### src/rtl/riscv_pkg.sv
// Shared RV32I constants and the EX/MEM pipeline-register layout.
package riscv_pkg;

  localparam int unsigned XLEN = 32;

  // Writeback select encoding
  localparam logic [1:0] ResultSrcAlu = 2'b00;
  localparam logic [1:0] ResultSrcMem = 2'b01;
  localparam logic [1:0] ResultSrcPc4 = 2'b10;

  // RV32I load/store funct3 encoding
  localparam logic [2:0] F3Byte  = 3'b000;
  localparam logic [2:0] F3Half  = 3'b001;
  localparam logic [2:0] F3Word  = 3'b010;
  localparam logic [2:0] F3ByteU = 3'b100;
  localparam logic [2:0] F3HalfU = 3'b101;

  typedef struct packed {
    logic            reg_write;
    logic [1:0]      result_src;
    logic            mem_write;
    logic [2:0]      funct3;
    logic [XLEN-1:0] alu_result;
    logic [XLEN-1:0] write_data;
    logic [4:0]      rd;
    logic [XLEN-1:0] pc_plus4;
  } ex_mem_t;

  localparam ex_mem_t ExMemBubble = '0;

endpackage

### src/rtl/data_memory.sv
// Word-organised data RAM: byte-enabled synchronous write, combinational read.
module data_memory
  import riscv_pkg::*;
#(
  parameter int unsigned Words = 64,
  parameter int unsigned AddrW = $clog2(Words)
) (
  input  logic            clk,
  input  logic            we,
  input  logic [3:0]      be,
  input  logic [AddrW-1:0] addr,
  input  logic [XLEN-1:0] wdata,
  output logic [XLEN-1:0] rdata
);

  logic [XLEN-1:0] mem_q [Words];

  always_ff @(posedge clk) begin
    if (we) begin
      for (int i = 0; i < 4; i++) begin
        if (be[i]) mem_q[addr][8*i +: 8] <= wdata[8*i +: 8];
      end
    end
  end

  assign rdata = mem_q[addr];

endmodule

### src/rtl/memory_stage.sv
// RV32I memory stage: EX/MEM register, data memory and load extension.
// Define DMEM_BYTE_ACCESS_EN for LB/LH/LBU/LHU/SB/SH; otherwise all accesses are words.
module memory_stage
  import riscv_pkg::*;
#(
  parameter int unsigned DMEM_WORDS = 64
) (
  input  logic        clk,
  input  logic        reset,
  input  logic        StallM,
  input  logic        FlushM,
  input  logic        RegWriteE,
  input  logic [1:0]  ResultSrcE,
  input  logic        MemWriteE,
  input  logic [2:0]  Funct3E,
  input  logic [31:0] ALUResultE,
  input  logic [31:0] WriteDataE,
  input  logic [4:0]  RdE,
  input  logic [31:0] PCPlus4E,
  output logic        RegWriteM,
  output logic [1:0]  ResultSrcM,
  output logic [4:0]  RdM,
  output logic [31:0] ALUResultM,
  output logic [31:0] PCPlus4M,
  output logic [31:0] ReadDataM
);

  localparam int unsigned AddrW = $clog2(DMEM_WORDS);

  ex_mem_t         ex_mem_d, ex_mem_q;
  logic            we;
  logic [3:0]      be;
  logic [XLEN-1:0] wdata, rdata;

  always_comb begin
    ex_mem_d = ex_mem_q;
    if (!StallM) begin
      if (FlushM) begin
        ex_mem_d = ExMemBubble;
      end else begin
        ex_mem_d = '{reg_write:  RegWriteE,
                     result_src: ResultSrcE,
                     mem_write:  MemWriteE,
                     funct3:     Funct3E,
                     alu_result: ALUResultE,
                     write_data: WriteDataE,
                     rd:         RdE,
                     pc_plus4:   PCPlus4E};
      end
    end
  end

  always_ff @(posedge clk) begin
    if (reset) ex_mem_q <= ExMemBubble;
    else       ex_mem_q <= ex_mem_d;
  end

  // A store held in M commits only on the edge that releases it; reset drops it.
  assign we = ex_mem_q.mem_write & ~StallM & ~reset;

`ifdef DMEM_BYTE_ACCESS_EN
  logic [1:0]      byte_off;
  logic [XLEN-1:0] rd_shift;
  logic [7:0]      ld_byte;
  logic [15:0]     ld_half;

  always_comb begin
    byte_off  = ex_mem_q.alu_result[1:0];
    be        = 4'b0000;
    wdata     = ex_mem_q.write_data;
    case (ex_mem_q.funct3)
      F3Byte: begin
        be    = 4'b0001 << byte_off;
        wdata = {4{ex_mem_q.write_data[7:0]}};
      end
      F3Half: begin
        be    = byte_off[1] ? 4'b1100 : 4'b0011;
        wdata = {2{ex_mem_q.write_data[15:0]}};
      end
      F3Word:  be = 4'b1111;
      default: be = 4'b0000;
    endcase

    rd_shift  = rdata >> {byte_off, 3'b000};
    ld_byte   = rd_shift[7:0];
    ld_half   = byte_off[1] ? rdata[31:16] : rdata[15:0];
    ReadDataM = rdata;
    case (ex_mem_q.funct3)
      F3Byte:  ReadDataM = {{24{ld_byte[7]}}, ld_byte};
      F3Half:  ReadDataM = {{16{ld_half[15]}}, ld_half};
      F3ByteU: ReadDataM = {24'b0, ld_byte};
      F3HalfU: ReadDataM = {16'b0, ld_half};
      default: ReadDataM = rdata;
    endcase
  end
`else
  logic unused_funct3;

  assign be            = 4'b1111;
  assign wdata         = ex_mem_q.write_data;
  assign ReadDataM     = rdata;
  assign unused_funct3 = ^ex_mem_q.funct3;
`endif

  data_memory #(
    .Words (DMEM_WORDS)
  ) u_dmem (
    .clk   (clk),
    .we    (we),
    .be    (be),
    .addr  (ex_mem_q.alu_result[AddrW+1:2]),
    .wdata (wdata),
    .rdata (rdata)
  );

  assign RegWriteM  = ex_mem_q.reg_write;
  assign ResultSrcM = ex_mem_q.result_src;
  assign RdM        = ex_mem_q.rd;
  assign ALUResultM = ex_mem_q.alu_result;
  assign PCPlus4M   = ex_mem_q.pc_plus4;

endmodule

### config.mk
export PLATFORM = sky130hd
export DESIGN_NAME = memory_stage
export DESIGN_NICKNAME = d
export VERILOG_FILES = /design/src/rtl/riscv_pkg.sv /design/src/rtl/data_memory.sv /design/src/rtl/memory_stage.sv
export SDC_FILE = /design/constraint.sdc
export NUM_CORES = 2
export LEC_CHECK = 0
export CORE_AREA = 2 2 430 432
export CTS_CLUSTER_SIZE = 40
export DETAILED_ROUTE_END_ITERATION = 8
export DIE_AREA = 0 0 432 434
export GPL_ROUTABILITY_DRIVEN = 0
export RECOVER_POWER = 50
export SETUP_SLACK_MARGIN = 0.4
export SYNTH_ARGS = -nofsm -noshare
export SYNTH_HDL_FRONTEND = slang
export SYNTH_SLANG_ARGS = --single-unit
### constraint.sdc
create_clock -name clk -period 9.7 [get_ports clk]
set_clock_uncertainty 0.15 [all_clocks]
set_input_delay 1.94 -clock clk [delete_from_list [all_inputs] [get_ports clk]]
set_output_delay 1.94 -clock clk [all_outputs]
set_load 0.02 [all_outputs]
Word-level counts from Yosys, hierarchy flattened:

Memory sizes are Yosys's and may differ from the RTL's. A register that Yosys moved wholly into a read port is not among the register bits.
Index checks and enable logic that the tools add are counted.

* bitwise operators: 4
* mux-type cells: 5

Operator list (number)
* 108-bit two-way mux: 1
* 6-bit two-way mux: 2
* 1-bit AND: 2
* 1-bit two-way mux: 2
* 1-bit inverter: 2

* memories kept: 1
* logic and storage cells: 17
* register bits: 105
* RAM bits: 2048
* input bits: 112
* output and inout bits: 104

Memory list
* u_dmem.mem_q: depth 64, width 32, read ports 1, clocked after memory_dff 1, write ports 1, line data_memory.sv:16 `logic [XLEN-1:0] mem_q [Words];`

Depth between registers and ports, before layout:

* depth in word-level cells: 5
* gate-level depth with buffers: 9
* depth with buffers taken out: 5

Hierarchy:

Synthesis repeated with hierarchy kept, for this count alone.

* cells, all modules: 5155
* area total of the unflattened synthesis: 83406.2 µm²

Modules (own cells, without submodules)
* data_memory: seq. area each 61499.0 µm², times used 1, cells each 4614, area each 78407.7 µm²
* memory_stage: seq. area each 2102.0 µm², times used 1, cells each 541, area each 4998.5 µm²

Least setup slack after synthesis:

No wires, ideal clock.

* path type: input port to flip-flop
* start point: in StallM
* end point: mem u_dmem.mem_q[30][0], enable pin
* arrival: 4.335 ns
* stages: 4
* library setup time: 0.421 ns
* path buffers: 1
* data required time: 9.129 ns
* setup slack: 4.794 ns
* cell sequence: clkbuf_1 -> nor4b_1 -> nand3_1 -> nor2_1

* cells in the longest elaborated chain, start to end: 5

Ends and longest elaborated chain
* start, declared: line memory_stage.sv:10 `input logic StallM,`
* 1-bit inverter: line memory_stage.sv:59 `assign we = ex_mem_q.mem_write & ~StallM & ~reset;`
* 1-bit AND (2 in series): line memory_stage.sv:59
* 1-bit two-way mux: line data_memory.sv:19 `if (we) begin`
* 1-bit two-way mux (not written as such): line data_memory.sv:21 `if (be[i]) mem_q[addr][8*i +: 8] <= wdata[8*i +: 8];`
* end, declared: line data_memory.sv:16

No other way between the ends.

==> impl_metrics.csv <==
group,metric,value,unit
placed_design,io_buffers,212,
logic_synthesis,synth_edf_count,2048,
clock_network,clkTransAtPathRegs,0.06,ns
route,ant_nets,0,
global_route,grt_pass1_vias,40270,
cells_and_area,seqCellArea,63740,sq um
clock_network,cts_tree,"done",
cells_and_area,multiInputGateArea,16880,sq um
sta,slew_violations,2277,
critical_path,critical_path_class,"flip-flop to output pin",
logic_synthesis,ys_async_sr_fraction,0,%
route,vias,39830,
floorplan,num_rows,157,
critical_path,worstPathMaxFanout,143,
cells_and_area,drive_above_1_share,23.02,%
clock_network,htree_levels,4,
logic_synthesis,syn_area,81790,sq um
clock_network,post-cts-setup-buffer-count,0,
logic_synthesis,yosysWarnings,0,
route,dr.pass1.iters,7,
status,status,"finished with violations",
logic_synthesis,synth.avg_cell_area,21.53,sq um
logic_synthesis,synth_cell_types,45,
sta,finalSetupTns,0,ns
flow_run,maxCapViolCount,35,
floorplan,core,182500,sq um
floorplan,die_h,434,microns
placed_design,dp_hpwl,113200,microns
logic_synthesis,syn_nets,3911,
placed_design,post-place-ws,3.226,ns
clock_network,root_buffer,"clkbuf_16",
clock_network,clock-sinks,2159,
logic_synthesis,yosys-top-cells-area,"edfxtp_1 (75%), mux4_2 (13%), dfxtp_1 (2.7%)",
logic_synthesis,synth_top_area_share,75.19,%
sta,tightest_slew,3.602,ns
clock_network,cts_buffer_depth,3,
route,viasPerCell,6.023,
sta,max_slew_margin,-140.1,%
min_path,hold_class,"flip-flop to flip-flop",
clock_network,worstSkewPairLatency,0.83,ns
floorplan,dieWidth,432,microns
global_route,grt-ovfl-total,0,
cells_and_area,utilization,51.24,%
clock_network,ctsResizeCount,0,
critical_path,end_kind,"output pin",
pwr,ir_drop,157.9,uV
critical_path,cp.required,7.61,ns
sta,period_needed,7.340,ns
route,routed_wl,205900,microns
floorplan,die_area,187500,sq um
logic_synthesis,synth_top_area_cell,"edfxtp_1",
sta,setup_viol,0,
logic_synthesis,ys_ff_latch,2159,
floorplan,ioPinCount,216,
sta,grt_setup_unrepaired,"false",
logic_synthesis,netlist_instances,3799,
sta,fin_crit_sh,75.67,%
clock_network,cts-hold-fix-buffers,0,
cells_and_area,nets,4156,
cells_and_area,n_fill_cell,14250,
route,drc,0,
critical_path,startpoint_type,"flip-flop",
cells_and_area,syn_to_final_growth,14.34,%
clock_network,cts_inserted_buffers,206,
pwr,power_density,203.0,nW/um^2
route,routedWlPerCell,31.13,microns
global_route,grt_max_degree,144,
global_route,track_usage,21.89,%
floorplan,start_util,44.82,%
sta,hold_viol,0,
sta,max_freq,0.1362,GHz
critical_path,worstPathArrival,5.25,ns
global_route,grt_antenna_before_repair,9,
status,violations,"max-capacitance violations, max-slew violations",
pwr,p_leak,25.43,nW
route,drt_iter0_markers,4490,
logic_synthesis,synthFlopType,"edfxtp_1",
sta,fin_ws,2.360,ns
global_route,grt_first_pass_wirelength,292500,microns
logic_synthesis,ys_seq_area_share,77.91,%
logic make-up after synthesis:
group	Yosys count	synth area share (%)
DFF	2159	77.91
muxes	553	14.19
AOI/OAI and AO/OA	415	3.720
and+or+nand+nor	376	2.140
buffers and inverters	296	2.042
final cells by class:
class                      count  share of cell area, %
inverter                       1               0.004014
clock inverter               120                  1.425
clock buffer                 267                  5.868
antenna                        4                0.01070
tap                         2385                  3.191
multi-input combinational   1344                  18.05
sequential                  2159                  68.16
timing repair buffer         332                  3.294
power breakdown:
group	leakage, nW	switching (W)	internal [W]
clock	3.32	0.00342	0.00469
combinational	4.94	0.000354	0.000259
sequential	17.2	0.0000921	0.0102
total	25.4	0.00386	0.0151
state kept, by name, summed over array words and instances (netlist names), named ones only:
signal and cells:
wdata 32, PCPlus4M 32, ResultSrcM 2, ex_mem_q 1, ALUResultM 32, u_dmem.mem_q 2048, RdM 5, RegWriteM 1
stage by stage:
stage	instances	total power, W	area (sq um)	hold WS, ns
detailed placement	6221	0.01108	86800	0.3495
finish	6612	0.01899	93520	0.3625
floorplan	3799	0.01079	81790	0.3120
global placement	6221	0.01107	86800	0.3303
CTS	6608	0.01912	93620	0.3640
global route	6608	0.01952	93510	0.3882
layout by cell type (no fill, tap or decap), drive strengths merged, types with 5 or more instances in the layout:
| cell | instances |
|---|---|
| mux2i | 64 |
| nor2 | 183 |
| a22oi | 217 |
| nand3 | 60 |
| dfxtp | 111 |
| mux2 | 5 |
| bufinv | 26 |
| clkinv | 82 |
| a211oi | 25 |
| nand2 | 38 |
| nand2b | 7 |
| inv | 8 |
| clkdlybuf4s50 | 209 |
| and3 | 26 |
| mux4 | 484 |
| nor2b | 35 |
| o221ai | 57 |
| a21oi | 20 |
| edfxtp | 2048 |
| buf | 112 |
| clkbuf | 277 |
| a31oi | 10 |
| o21ai | 13 |
| o22ai | 64 |
| clkinvlp | 5 |
final timing paths:
check,start,to,slack (ns),cells past startpoint
max reg2reg,ex_mem_q[104]$_SDFFE_PP0N_,u_dmem.mem_q[53][2]$_DFFE_PP_,5.95,4
min,PCPlus4M[4]$_SDFFE_PP0N_,PCPlus4M[4]$_SDFFE_PP0N_,0.36,2
min reg2reg,PCPlus4M[4]$_SDFFE_PP0N_,PCPlus4M[4]$_SDFFE_PP0N_,0.36,2
max,flip-flop,ReadDataM[26],2.36,7
routing by layer:
layer	vias to the layer above	routed length (microns)	track usage, %
li1	16440	-	-
met1	21550	83610	29.67
met2	1564	103000	36.56
met3	268	14070	3.956
met4	0	5166	6.139
met5	-	0	0
worst max-delay path: stages, from the launching register on:
cell and delay, ns:
dfxtp_4 0.72, buf_4 0.63, buf_12 0.63, mux4_2 0.37
o221ai_1 0.12, o22ai_1 0.63, and3_1 0.47, clkdlybuf4s50_1 0.68
cells in the mapped netlist, types with 51 or more instances:
| master | n |
|---|---|
| a22oi_1 | 217 |
| buf_2 | 51 |
| buf_4 | 86 |
| clkbuf_1 | 102 |
| dfxtp_1 | 111 |
| edfxtp_1 | 2048 |
| mux2i_1 | 64 |
| mux4_2 | 484 |
| nand3_1 | 60 |
| nor2_1 | 182 |
| o221ai_1 | 57 |
| o22ai_1 | 64 |
(Power assumes the default switching activity.)
